[src/rtl/stream_src_pkg.sv]
// rtl/stream_src_pkg.sv - shared state type and width helpers for the stream_src packet source
package stream_src_pkg;

  typedef enum logic [1:0] {
    IDLE,
    SEND,
    GAP
  } state_t;

  // Widths for the default 16-element build; parametrised modules use the helpers below.
  localparam int DEF_MAX_LENGTH = 16;
  localparam int LEN_W          = $clog2(DEF_MAX_LENGTH + 1);
  localparam int IDX_W          = $clog2(DEF_MAX_LENGTH);
  localparam int GAP_W          = 8;

  // Bits needed to hold an element count 0..max_len.
  function automatic int len_width(input int max_len);
    return $clog2(max_len + 1);
  endfunction

  // Bits needed to address an element 0..max_len-1 (at least one bit).
  function automatic int idx_width(input int max_len);
    return (max_len > 1) ? $clog2(max_len) : 1;
  endfunction

endpackage

[src/rtl/stream_src_idx.sv]
// rtl/stream_src_idx.sv - beat counter and element index generator for stream_src
module stream_src_idx
  import stream_src_pkg::*;
#(
  parameter int MAX_LENGTH = 16,
  parameter bit MSB_FIRST  = 1'b1,
  localparam int LEN_BITS  = len_width(MAX_LENGTH),
  localparam int IDX_BITS  = idx_width(MAX_LENGTH)
) (
  input  logic                clk,
  input  logic                reset_n,
  input  logic                start,
  input  logic [LEN_BITS-1:0] len,
  input  logic                advance,
  output logic [IDX_BITS-1:0] idx,
  output logic                first,
  output logic                last
);

  logic [IDX_BITS-1:0] beat_q, beat_d;
  logic [LEN_BITS-1:0] len_q, len_d;
  logic [LEN_BITS-1:0] len_m1;
  logic [IDX_BITS-1:0] last_beat;

  // Next beat position: restart on a new frame, step on each accepted non-final beat.
  always_comb begin
    beat_d = beat_q;
    len_d  = len_q;
    if (start) begin
      beat_d = '0;
      len_d  = len;
    end else if (advance) begin
      beat_d = beat_q + IDX_BITS'(1);
    end
  end

  // Outputs describe the beat about to be loaded into the output register.
  assign len_m1    = len_d - LEN_BITS'(1);
  assign last_beat = len_m1[IDX_BITS-1:0];
  assign idx       = MSB_FIRST ? (last_beat - beat_d) : beat_d;
  assign first     = (beat_d == '0);
  assign last      = (beat_d == last_beat);

  // Track the beat currently held in the output register.
  always_ff @(posedge clk or negedge reset_n) begin
    if (!reset_n) begin
      beat_q <= '0;
      len_q  <= '0;
    end else begin
      beat_q <= beat_d;
      len_q  <= len_d;
    end
  end

endmodule

[src/rtl/stream_src.sv]
// rtl/stream_src.sv - parallel frame to streamed packet source; STREAM_SRC_PKT_CNT_EN adds packet/error counters
module stream_src
  import stream_src_pkg::*;
#(
  parameter int DATA_WIDTH = 8,
  parameter int MAX_LENGTH = 16,
  parameter bit MSB_FIRST  = 1'b1,
  parameter int GAP_CYCLES = 0
) (
  input  logic                             clk,
  input  logic                             reset_n,
  input  logic                             load,
  input  logic [$clog2(MAX_LENGTH+1)-1:0]  len,
  input  logic [MAX_LENGTH*DATA_WIDTH-1:0] data_in,
  output logic                             load_ready,
  output logic                             len_err,
  output logic                             valid,
  input  logic                             ready,
  output logic                             sop,
  output logic                             eop,
  output logic [DATA_WIDTH-1:0]            data_out
`ifdef STREAM_SRC_PKT_CNT_EN
  ,
  output logic [15:0]                      pkt_cnt,
  output logic [7:0]                       err_cnt
`endif
);

  localparam int LEN_BITS = len_width(MAX_LENGTH);
  localparam int IDX_BITS = idx_width(MAX_LENGTH);
  localparam logic [GAP_W-1:0] GAP_LAST = GAP_W'((GAP_CYCLES > 0) ? GAP_CYCLES - 1 : 0);

  state_t                          state_q, state_d;
  logic [GAP_W-1:0]                gap_q, gap_d;
  logic [MAX_LENGTH*DATA_WIDTH-1:0] frame_q, frame_sel;
  logic                            eop_done, take, len_ok, start, advance;
  logic                            valid_d, sop_d, eop_d;
  logic [DATA_WIDTH-1:0]           data_d;
  logic [IDX_BITS-1:0]             idx;
  logic                            first, last;

  // Handshake: accept frames in IDLE, or on the final accepted beat when no gap is required.
  assign eop_done   = valid && ready && eop;
  assign load_ready = reset_n && ((state_q == IDLE) ||
                                  ((GAP_CYCLES == 0) && (state_q == SEND) && eop_done));
  assign take       = load && load_ready;
  assign len_ok     = (len != '0) && (len <= LEN_BITS'(MAX_LENGTH));
  assign start      = take && len_ok;
  assign advance    = valid && ready && !eop;
  assign frame_sel  = start ? data_in : frame_q;

  stream_src_idx #(
    .MAX_LENGTH (MAX_LENGTH),
    .MSB_FIRST  (MSB_FIRST)
  ) u_idx (
    .clk     (clk),
    .reset_n (reset_n),
    .start   (start),
    .len     (len),
    .advance (advance),
    .idx     (idx),
    .first   (first),
    .last    (last)
  );

  // Next-state logic: IDLE -> SEND on a legal frame, SEND -> GAP/IDLE after the final beat.
  always_comb begin
    state_d = state_q;
    gap_d   = gap_q;
    case (state_q)
      IDLE: begin
        if (start) state_d = SEND;
      end
      SEND: begin
        if (eop_done) begin
          if (start) begin
            state_d = SEND;
          end else if (GAP_CYCLES > 0) begin
            state_d = GAP;
            gap_d   = '0;
          end else begin
            state_d = IDLE;
          end
        end
      end
      GAP: begin
        if (gap_q == GAP_LAST) state_d = IDLE;
        else                   gap_d   = gap_q + GAP_W'(1);
      end
      default: state_d = IDLE;
    endcase
  end

  // Next output beat: load a new element on start/advance, go idle after the final beat, else hold.
  always_comb begin
    valid_d = valid;
    sop_d   = sop;
    eop_d   = eop;
    data_d  = data_out;
    if (start || advance) begin
      valid_d = 1'b1;
      sop_d   = first;
      eop_d   = last;
      data_d  = frame_sel[idx*DATA_WIDTH +: DATA_WIDTH];
    end else if (eop_done) begin
      valid_d = 1'b0;
      sop_d   = 1'b0;
      eop_d   = 1'b0;
      data_d  = '0;
    end
  end

  // State, frame and registered stream outputs.
  always_ff @(posedge clk or negedge reset_n) begin
    if (!reset_n) begin
      state_q  <= IDLE;
      gap_q    <= '0;
      frame_q  <= '0;
      valid    <= 1'b0;
      sop      <= 1'b0;
      eop      <= 1'b0;
      data_out <= '0;
      len_err  <= 1'b0;
    end else begin
      state_q  <= state_d;
      gap_q    <= gap_d;
      valid    <= valid_d;
      sop      <= sop_d;
      eop      <= eop_d;
      data_out <= data_d;
      len_err  <= take && !len_ok;
      if (start) frame_q <= data_in;
    end
  end

`ifdef STREAM_SRC_PKT_CNT_EN
  // Packet counter wraps; error counter saturates.
  always_ff @(posedge clk or negedge reset_n) begin
    if (!reset_n) begin
      pkt_cnt <= '0;
      err_cnt <= '0;
    end else begin
      if (eop_done) pkt_cnt <= pkt_cnt + 16'd1;
      if (len_err && (err_cnt != 8'hFF)) err_cnt <= err_cnt + 8'd1;
    end
  end
`endif

endmodule
[config.mk]
export PLATFORM = sky130hd
export DESIGN_NAME = stream_src
export DESIGN_NICKNAME = d
export VERILOG_FILES = /design/src/rtl/stream_src_pkg.sv /design/src/rtl/stream_src_idx.sv /design/src/rtl/stream_src.sv
export SDC_FILE = /design/constraint.sdc
export NUM_CORES = 1
export LEC_CHECK = 0
export BUFFER_PORTS_ARGS = -buffer_cell sky130_fd_sc_hd__buf_4
export CORE_UTILIZATION = 48
export DETAILED_ROUTE_END_ITERATION = 16
export HOLD_SLACK_MARGIN = 0.06
export PLACE_DENSITY_LB_ADDON = 0.2
export SLEW_MARGIN = 10
export SYNTH_ARGS = -nofsm -noshare
export SYNTH_HDL_FRONTEND = slang
export SYNTH_SLANG_ARGS = --single-unit
[constraint.sdc]
create_clock -name clk -period 11.9 [get_ports clk]
set_input_delay 1.19 -clock clk [delete_from_list [all_inputs] [get_ports clk]]
set_output_delay 1.19 -clock clk [all_outputs]
set_load 0.05 [all_outputs]
# --- Word-level counts from Yosys, hierarchy flattened ---
# Index checks and enable logic that the tools add are counted.
totals:
  elab_cells: 58
  reg_bits: 159
op_classes:
  n_lt_le_gt_ge: 1
  bitwise_logic: 1
  reduce_logical: 20
  add_sub_neg: 4
  n_shift: 1
  muxes: 15
  eq_ne: 6
op_table:
  columns: ["op", "n"]
  rows:
  - ["128-bit two-way mux", 1]
  - ["128-bit by 8-bit indexed part select with 8-bit output", 1]
  - ["8-bit two-way mux", 2]
  - ["1-bit logical AND", 9]
  - ["8-bit by 1-bit adder with 8-bit output (second input constant)", 1]
  - ["8-bit logical NOT", 1]
  - ["4-bit two-way mux", 2]
  - ["2-bit two-way mux", 3]
  - ["2-bit inequality test (second input constant)", 3]
  - ["2-bit case mux with 3 select lines", 1]
  - ["5-bit less-or-equal comparator (second input constant)", 1]
  - ["1-bit two-way mux", 5]
  - ["5-bit two-way mux", 1]
  - ["5-bit nonzero test", 1]
  - ["4-bit by 1-bit adder with 4-bit output (second input constant)", 1]
  - ["4-bit == test", 1]
  - ["4-bit logical NOT", 1]
  - ["4-bit by 1-bit subtractor with 4-bit output (second input constant)", 1]
  - ["4-bit subtractor", 1]
  - ["3-bit AND reduction", 1]
  - ["2-bit by 1-bit == test with 1-bit output (second input constant)", 1]
  - ["2-bit == test (second input constant)", 1]
  - ["1-bit logical NOT", 2]
  - ["2-bit logical NOT", 1]
  - ["other kinds (4)", 5]

# --- Longest topological paths before layout ---
# Gate-level depths: netlist (run 1).
logic_depth:
  depth_word: 12
  depth_mapped: 19
  mapped_depth_nobuf: 15

# --- By module ---
# From an unflattened synthesis (run 1), not the netlist that was laid out.
unflattened:
  cells_unflattened: 764
  area_unflattened_um2: 7744.9
modules_own_cells:
  columns: ["mod", "instances", "area_per_inst_um2", "cells_per_inst"]
  rows:
  - ["stream_src", 1, 7206.9, 717]
  - ["stream_src_idx", 1, 538.0, 47]

# --- Worst setup path before layout (run 1) ---
# No wires, ideal clock.
synth_path:
  path_type: "input port to flip-flop"
  from: "input len[0]"
  to: "register data_out[3]"
  slack_ps: 6453
  arrival_time_ps: 5313
  stages: 17
  required_time_ps: 11766
  cell_sequence: "nor4_4 -> xor2_1 -> nor2_1 -> buf_2 -> buf_2 -> buf_2 -> clkbuf_1 -> nor2_1 -> ha_1 -> fa_1 -> clkbuf_1 -> clkinv_1 -> clkbuf_1 -> clkbuf_1 -> mux4_2 -> o2111ai_1 -> o211ai_1"
synth_via:
  word_cells_on_any_way: 13
  classes_between: "add/sub: 2; order compare: 1; shift: 1; mux: 4; reduce/logical: 5"
synth_lines:
  columns: ["element", "line", "rtl"]
  rows:
  - ["start, declared", "stream_src.sv:13", "input logic [$clog2(MAX_LENGTH+1)-1:0] len,"]
  - ["5-bit less-or-equal comparator / 5-bit nonzero test (equally long branches)", "stream_src.sv:47", "assign len_ok = (len != '0) && (len <= LEN_BITS'(MAX_LENGTH));"]
  - ["1-bit logical AND (*)", "stream_src.sv:47", null]
  - ["1-bit logical AND (*)", "stream_src.sv:48", "assign start = take && len_ok;"]
  - ["4-bit two-way mux (*)", "stream_src_idx.sv:29", "if (start) begin"]
  - ["via u_idx.beat_d[0]", "stream_src_idx.sv:20", "logic [IDX_BITS-1:0] beat_q, beat_d;"]
  - ["4-bit subtractor (*)", "stream_src_idx.sv:40", "assign idx = MSB_FIRST ? (last_beat - beat_d) : beat_d;"]
  - ["128-bit by 8-bit indexed part select with 8-bit output (*)", "stream_src.sv:104", "data_d = frame_sel[idx*DATA_WIDTH +: DATA_WIDTH];"]
  - ["8-bit two-way mux (*)", "stream_src.sv:100", "if (start || advance) begin"]
  - ["end signal, assigned", "stream_src.sv:130", "data_out <= data_d;"]
  - ["end, declared", "stream_src.sv:21", "output logic [DATA_WIDTH-1:0] data_out"]
# The timed path passes the listed nets; every way through them passes the cells marked *.
# A chain may end at the register's enable or synchronous reset.

# --- Final worst setup path (run 1) ---
layout_path:
  from: "input reset_n"
  to: "register data_out[0]"
layout_via:
  elab_chain_len: 8
  word_cells_on_any_way: 12
  classes_between: "add/sub: 2; shift: 1; mux: 4; reduce/logical: 5"
layout_rtl:
  columns: ["element", "line", "rtl"]
  rows:
  - ["start, declared", "stream_src.sv:11", "input logic reset_n,"]
  - ["1-bit logical AND (*)", "stream_src.sv:44", "assign load_ready = reset_n && ((state_q == IDLE) ||"]
  - ["1-bit logical AND (*)", "stream_src.sv:46", "assign take = load && load_ready;"]
  - ["1-bit logical AND (*)", "stream_src.sv:48", null]
  - ["5-bit two-way mux", "stream_src_idx.sv:29", null]
  - ["4-bit by 1-bit subtractor with 4-bit output", "stream_src_idx.sv:38", "assign len_m1 = len_d - LEN_BITS'(1);"]
  - ["4-bit subtractor", "stream_src_idx.sv:40", null]
  - ["128-bit by 8-bit indexed part select with 8-bit output", "stream_src.sv:104", null]
  - ["8-bit two-way mux", "stream_src.sv:100", null]
# Mark *: on every way between the ends. The rest lies on a longest branch, timed or not.

==> impl_results.md, run 1 <==
* CTS buffer count at 17
* Crit. Startpoint: reset_n
* Critical Path AT at roughly 6 ns
* Flip-flop and latch area at ~3700 um^2
* Clk_skew at between 0.008 and 0.009 ns
* Layout area overhead at 23.9%
* Sequential-to-total area share from yosys stat at 0.476
* Yosys top cell area share at 0.476
* Final Max Tran Viols at 0
* Detailed-route via count at 6653
* Post-synthesis async set-or-reset flop share at 1.00
* Vias/cell at roughly 5.7
* Avg Cell Area, Syn at between 9 and 10 um^2
* Worst-margin pin slew at just over 1 ns
* Worst hold margin at ~0.47 ns
* Number of global-route vias before repair at 6334
* Most area-hungry cell type in the Yosys netlist: dfrtp_1
* Global route overflow at 0
* Ant. Diodes at 0
* Endpoint type of the worst setup path: flop
* Post-CTS Hold Buffers at 0
* Final HPWL DP at roughly 15 mm
* # H-tree levels at 4
* Flop-to-flop setup slack at about 6.8 ns
* Power density over cell area at about 230 nW/um^2
* Die X at around 130 um
* Post-Synthesis Cells at about 810
* Worst-case clock buffer depth at 2
* DR iter-0 viols at 642
* TritonRoute pass-1 iters at 5
* Relative slew slack at 0.311
* Worst Hold Class: flop to flop
* Worst Setup EP: data_out[0]$_DFFE_PN0P_
* Largest net degree at the start of global routing at roughly 170
* Synth area leaders: dfrtp_1 48%, nand2_1 15%, mux4_2 7.2%
* Avg WL per Cell at between 15 and 20 um
* Dpl cells at between 1k and 1.5k
* Core footprint at about 16000 um^2
* Die Ht at around 130 um
* Min Tclk post-route at 5.73 ns
* WL final at about 22 mm
* Placer congestion estimate at 0.848
* # resized after CTS at 0
* Sink Count at approximately 150
* Period utilization at 0.482
* R2R depth at 14
* DRC at 0
* Clock tree from TritonCTS: built
* Post-Syn Area at approximately 7800 um^2
* Most common flop cell mapped by yosys: dfrtp_1
* Fin cells at 1159
* Num ports at 150
* Hold Vio Cnt, Final at 0
* Status: finished, final reports clean
* Crit start category: input pin
* Worst-path maximum fanout at between 70 and 80
* Reg-to-reg endpoint: data_out[0]$_DFFE_PN0P_
* Initial antenna violation count at 0
* Yosys warns at 0
* Mapped Nets at ~950
* Worst-skew pair later-pin latency at 0.43 ns
* Worst-path clk slew at around 0.060 ns
* Data required time of the worst path at about 12 ns
* CTS Root Cell: clkbuf_16
* Multi-input gate area at approximately 3800 um^2
* Layout cell share with drive strength beyond 1 at 0.286
* Die footprint at 16800 um^2
* Post-CTS Setup Bufs at 0
* Port Buf Inserts at ~150
* TNS Setup at 0 ns
* # fillers at roughly 1.4k
* Antenna Nets Post-Route at 0
* Synth cell types at 62
* RSZ-0062 raised after global routing: no
* Global-route wire length before repair at about 35 mm
* P_leak at 5.00 nW
* Synthesized flop and latch total at about 150
* Most frequent cell after synthesis: nand2_1
* Initial Util at 0.493
* Total GRT Usage at 0.276
* Achievable clock frequency at about 170 MHz
* Fin nets at 1072
* Setup Viol. Count Final at 0
* Peak supply drop at between 100 and 150 uV
* Max-cap violations at 0
* Crit Path Class: input pin to flop
* RR Startpoint: valid$_DFFE_PN0P_
* Top cells by count, synth: 310 x nand2_1, 149 x dfrtp_1, 38 x clkbuf_1
* EDFF count, synth at 0
* Site Rows at 46
[per-layer routing]
layer | vias up | global-route usage | share of wire
li1 | 3076 | - | -
met1 | 3263 | 0.391 | 0.44
met3 | 33 | 0.0631 | 0.073
met4 | 0 | 0.0999 | 0.021
met5 | - | 0 | 0
met2 | 281 | 0.419 | 0.47
[cell type report]
| type | instances | share of cell area |
|---|---|---|
| inverter | 11 | 0.00425 |
| tap | 216 | 0.0278 |
| timing repair buffer | 157 | 0.123 |
| clock inverter | 9 | 0.0153 |
| multi-input combinational | 594 | 0.396 |
| sequential | 149 | 0.384 |
| clock buffer | 23 | 0.0492 |
[per-stage QoR]
step,total power [mW],util,worst slack (ns),instance area [um^2]
final,2.24,0.611,6.17,9710
after global routing,2.36,0.611,5.73,9710
after CTS,2.24,0.611,6.19,9710
after detailed placement,1.66,0.572,5.74,9080
after global placement,1.65,0.572,5.97,9080
after floorplan,1.35,-,6.45,7830
[sequential cells by signal, summed over array words and instances, names as in the netlist]
register and count:
sop 1, state_q 1, u_idx.len_q 4, data_out 8, valid 1, frame_q 128, u_idx.beat_q 4, eop 1
len_err 1
[placed cells by master, fill, tap and decap left out, types with 8 or more instances in the layout]
master / Yosys / final
dfrtp_1: 149 / 149
o211ai_1: 10 / 10
o21ai_0: 15 / 15
nand4_1: 12 / 12
a31o_2: 9 / 9
nand2_1: 310 / 310
a221o_1: 8 / 8
a22oi_1: 8 / 8
nand3_1: 13 / 13
buf_4: 2 / 155
nor3_1: 11 / 11
a211oi_1: 10 / 10
inv_1: 10 / 10
a21oi_1: 9 / 9
mux2_2: 31 / 31
clkbuf_16: 0 / 17
nor2_1: 14 / 13
mux2_4: 8 / 8
mux4_2: 25 / 25
[power breakdown]
part	switching (mW)	internal (mW)	leakage, nW	total, mW
Combinational	0.617	0.399	2.64	1.02
Sequential	0.0522	0.598	2.05	0.650
Clock	0.208	0.367	0.311	0.575
[how the worst min path moves through the flow]
stage | to | from | depth (start not counted) | slack [ns]
global placement | frame_q[43]$_DFF_PN0_ | frame_q[43]$_DFF_PN0_ | 2 | 0.45
CTS | frame_q[9]$_DFF_PN0_ | frame_q[9]$_DFF_PN0_ | 2 | 0.47
detailed placement | frame_q[9]$_DFF_PN0_ | frame_q[9]$_DFF_PN0_ | 2 | 0.46
floorplan | frame_q[15]$_DFF_PN0_ | frame_q[15]$_DFF_PN0_ | 2 | 0.44
finish | frame_q[66]$_DFF_PN0_ | frame_q[66]$_DFF_PN0_ | 2 | 0.47
global route | frame_q[85]$_DFF_PN0_ | frame_q[85]$_DFF_PN0_ | 2 | 0.49
[logic make-up (layout without fill, tap and decap cells)]
| group | after synthesis | after routing | share of synthesized area |
|---|---|---|---|
| adders and majority gates | 5 | 5 | 0.00895 |
| buffers and inverters | 64 | 200 | 0.0353 |
| and+or+nand+nor | 385 | 385 | 0.203 |
| AOI/OAI and AO/OA | 123 | 123 | 0.118 |
| xor gates and xnor gates | 12 | 12 | 0.0200 |
| DFF | 149 | 149 | 0.476 |
| muxes | 69 | 69 | 0.138 |
[critical path, stage by stage]
cell      delay [ns]
buf_6           0.51
and2_1          0.25
o21ai_1         0.33
nor2_4          0.41
nand2_1         0.12
nand2_1         0.11
xor2_1          0.21
inv_1           0.08
fa_2            0.53
clkinv_1        0.75
nand2_1         0.59
a221oi_1        0.11
a221o_1         0.33
or4_1           0.39
o211ai_1        0.09
Note: power is estimated with default switching activity, not from simulation.
==> inputs of run 2 (changes only) <==
==> constraint.sdc (replaced) <==
create_clock -name clk -period 5.4 [get_ports clk]
set_input_delay 0.54 -clock clk [delete_from_list [all_inputs] [get_ports clk]]
set_output_delay 0.54 -clock clk [all_outputs]
set_load 0.05 [all_outputs]
==> impl_results.md, run 2 (synthesis results as in run 1) <==
* Die X at 130 um (unchanged)
* Dpl ws at 0.777 ns (-4.96 ns)
* Layout area overhead at 24.6%
* Fin nets at 1085 (+1.2%)
* Critical Path AT at 4.69 ns (-1.38 ns)
* Placer congestion estimate at 0.866 (+2.2%)
* Core footprint at 15900 um^2 (unchanged)
* Global-route wire length before repair at 35.5 mm (+2.3%)
* Hold Crit Depth at 3 (+1)
* Worst-margin pin slew at 1.07 ns (+0.0407 ns)
* Max reg flops at 128 (unchanged)
* Worst-case clock buffer depth at 2 (unchanged)
* Total internal power at 2.96 mW (+120%)
* Avg WL per Cell at 19.1 um (+0.36%)
* Switch share at 0.402 (+0.0108)
* Most flops, register: frame_q
* Initial Util at 0.493 (unchanged)
* Total GRT Usage at 0.284 (+0.00764)
* RSZ-0062 raised after global routing: no
* Ant. Diodes at 0 (unchanged)
* Post-CTS Hold Buffers at 1 (+1)
* Reg-to-reg endpoint: data_out[4]$_DFFE_PN0P_
* Dpl cells at 1139 (+1.1%)
* Flop-to-flop setup slack at 1.67 ns (-5.15 ns)
* Fin cells at 1172 (+1.1%)
* Worst-skew pair later-pin latency at 0.43 ns (about the same)
* Slowest-stage cell, CP: fa_2
* Endpoint type of the worst setup path: flop
* Largest net degree at the start of global routing at 75 (-55%)
* Critical Path, Cell by Cell: dlygate4sd3_1, buf_6, and2_1, a21boi_2, nand2_4, mux2i_1, xor2_1, inv_1, fa_2, buf_12, nand2_1, a41oi_1, nand3_1, a21oi_1, nor4_1, a221o_1
* Vias/cell at 5.74 (about the same)
* TNS Setup at 0 ns (unchanged)
* Site Rows at 46 (unchanged)
* Hold path start: data_in[114]
* Die Ht at 130 um (unchanged)
* Peak supply drop at 334 uV (+170%)
* P_leak at 5.04 nW (+0.64%)
* Min Tclk post-route at approximately 4.4 ns
* Top flop regs: frame_q x128, data_out x8
* Crit start category: input pin
* Seq pwr share at 0.288 (-0.002)
* Power density over cell area at 508 nW/um^2 (+120%)
* Worst-path clk slew at 0.06 ns (about the same)
* CTS buffer count at 17 (unchanged)
* Crit Path Class: input pin to flop
* Hold Vio Cnt, Final at 0 (unchanged)
* Final HPWL DP at 15.5 mm (+3.6%)
* Most frequent cells in the layout: 310 x nand2_1, 167 x buf_4, 149 x dfrtp_1
* Global route overflow at 0 (unchanged)
* Post-CTS Setup Bufs at 0 (unchanged)
* Period utilization at 0.810
* Max-cap violations at 0 (unchanged)
* Relative slew slack at 0.287 (-0.0243)
* Worst Hold Class: input pin to flop
* Detailed-route via count at 6729 (+1.1%)
* Post-route worst setup slack at 1.03 ns (-5.14 ns)
* CP max stage delay at 0.57 ns (-0.18 ns)
* Antenna Nets Post-Route at 0 (unchanged)
* WL final at 22.4 mm (+1.5%)
* WHS Endpoint: frame_q[114]$_DFF_PN0_
* Achievable clock frequency at about 230 MHz
* Proportion of power drawn by combinational gates at 0.477 (+0.024)
* Final Max Tran Viols at 0 (unchanged)
* # H-tree levels at 4 (unchanged)
* DR iter-0 viols at 643 (+0.16%)
* RR Startpoint: valid$_DFFE_PN0P_
* Commonest non-fill, non-tap cell in the layout: nand2_1
* Layout cell share with drive strength beyond 1 at 0.296 (+0.00970)
* Clock tree from TritonCTS: built
* TritonRoute pass-1 iters at 5 (unchanged)
* R2R depth at 14 (unchanged)
* # resized after CTS at 0 (unchanged)
* Initial antenna violation count at 0 (unchanged)
* Port Buf Inserts at 149 (unchanged)
* Status: finished, final reports clean
* Worst-path maximum fanout at 54 (-31%)
* Setup Viol. Count Final at 0 (unchanged)
* Num ports at 150 (unchanged)
* Number of global-route vias before repair at 6457 (+1.9%)
* Sink Count at 149 (unchanged)
* CTS Root Cell: clkbuf_16
* Die footprint at 16800 um^2 (unchanged)
* DRC at 0 (unchanged)
* Sw Pwr at 2.00 mW (+130%)
* Final Power at 4.96 mW (+120%)
* Clk pwr share at 0.235 (-0.022)
* Clk_skew at 0.00766 ns (-0.000657 ns)
* Data required time of the worst path at 5.72 ns (-6.52 ns)
run 2: final cells by class:
type                    instances  area (um^2)
clock buffers                  20          447
clock inverters                12          130
fillers                      1399         6130
inverters                      11         41.3
multi-input cells             594         3840
flip-flops and latches        149         3730
well taps                     216          270
repair buffers                170         1290
run 2: power groups by stage:
| stage | Sequential [mW] | Clock (mW) | Combinational (mW) |
|---|---|---|---|
| 3_3_place_gp | 1.44 | 0 | 2.30 |
| 5_1_grt | 1.45 | 1.22 | 2.55 |
| 2_1_floorplan | 1.52 | 0 | 1.45 |
| 6_report | 1.43 | 1.16 | 2.37 |
| 3_5_place_dp | 1.44 | 0 | 2.33 |
| 4_1_cts | 1.43 | 1.18 | 2.34 |
run 2: worst max path at each step:
stage	startpoint	endpoint
global placement	len[0]	data_out[0]$_DFFE_PN0P_
CTS	reset_n	data_out[0]$_DFFE_PN0P_
finish	reset_n	data_out[4]$_DFFE_PN0P_
global route	reset_n	data_out[5]$_DFFE_PN0P_
detailed placement	len[0]	data_out[0]$_DFFE_PN0P_
floorplan	len[0]	data_out[3]$_DFFE_PN0P_
run 2: metrics by stage:
stage / hold WS [ns] / instance area (um^2) / utilization
final: 0.306 / 9760 / 0.614
after global routing: 0.307 / 9760 / 0.614
after CTS: 0.296 / 9760 / 0.614
after detailed placement: 0.456 / 9170 / 0.577
after global placement: 0.451 / 9170 / 0.577
after floorplan: 0.244 / 7830 / -
run 2: critical path, delay by kind of cell:
family / cells / cell delay, ns
and+or+nand+nor: 5 / 0.85
muxes: 1 / 0.28
AOI/OAI and AO/OA: 4 / 0.97
adders and majority gates: 1 / 0.57
xor gates and xnor gates: 1 / 0.22
buffers and inverters: 4 / 1.26
run 2: metal layers:
layer | global-route usage | part of all wire | vias up
met5 | 0 | 0 | -
met4 | 0.116 | 0.024 | 0
met3 | 0.0508 | 0.077 | 47
met2 | 0.432 | 0.46 | 320
met1 | 0.404 | 0.44 | 3264
li1 | - | - | 3098
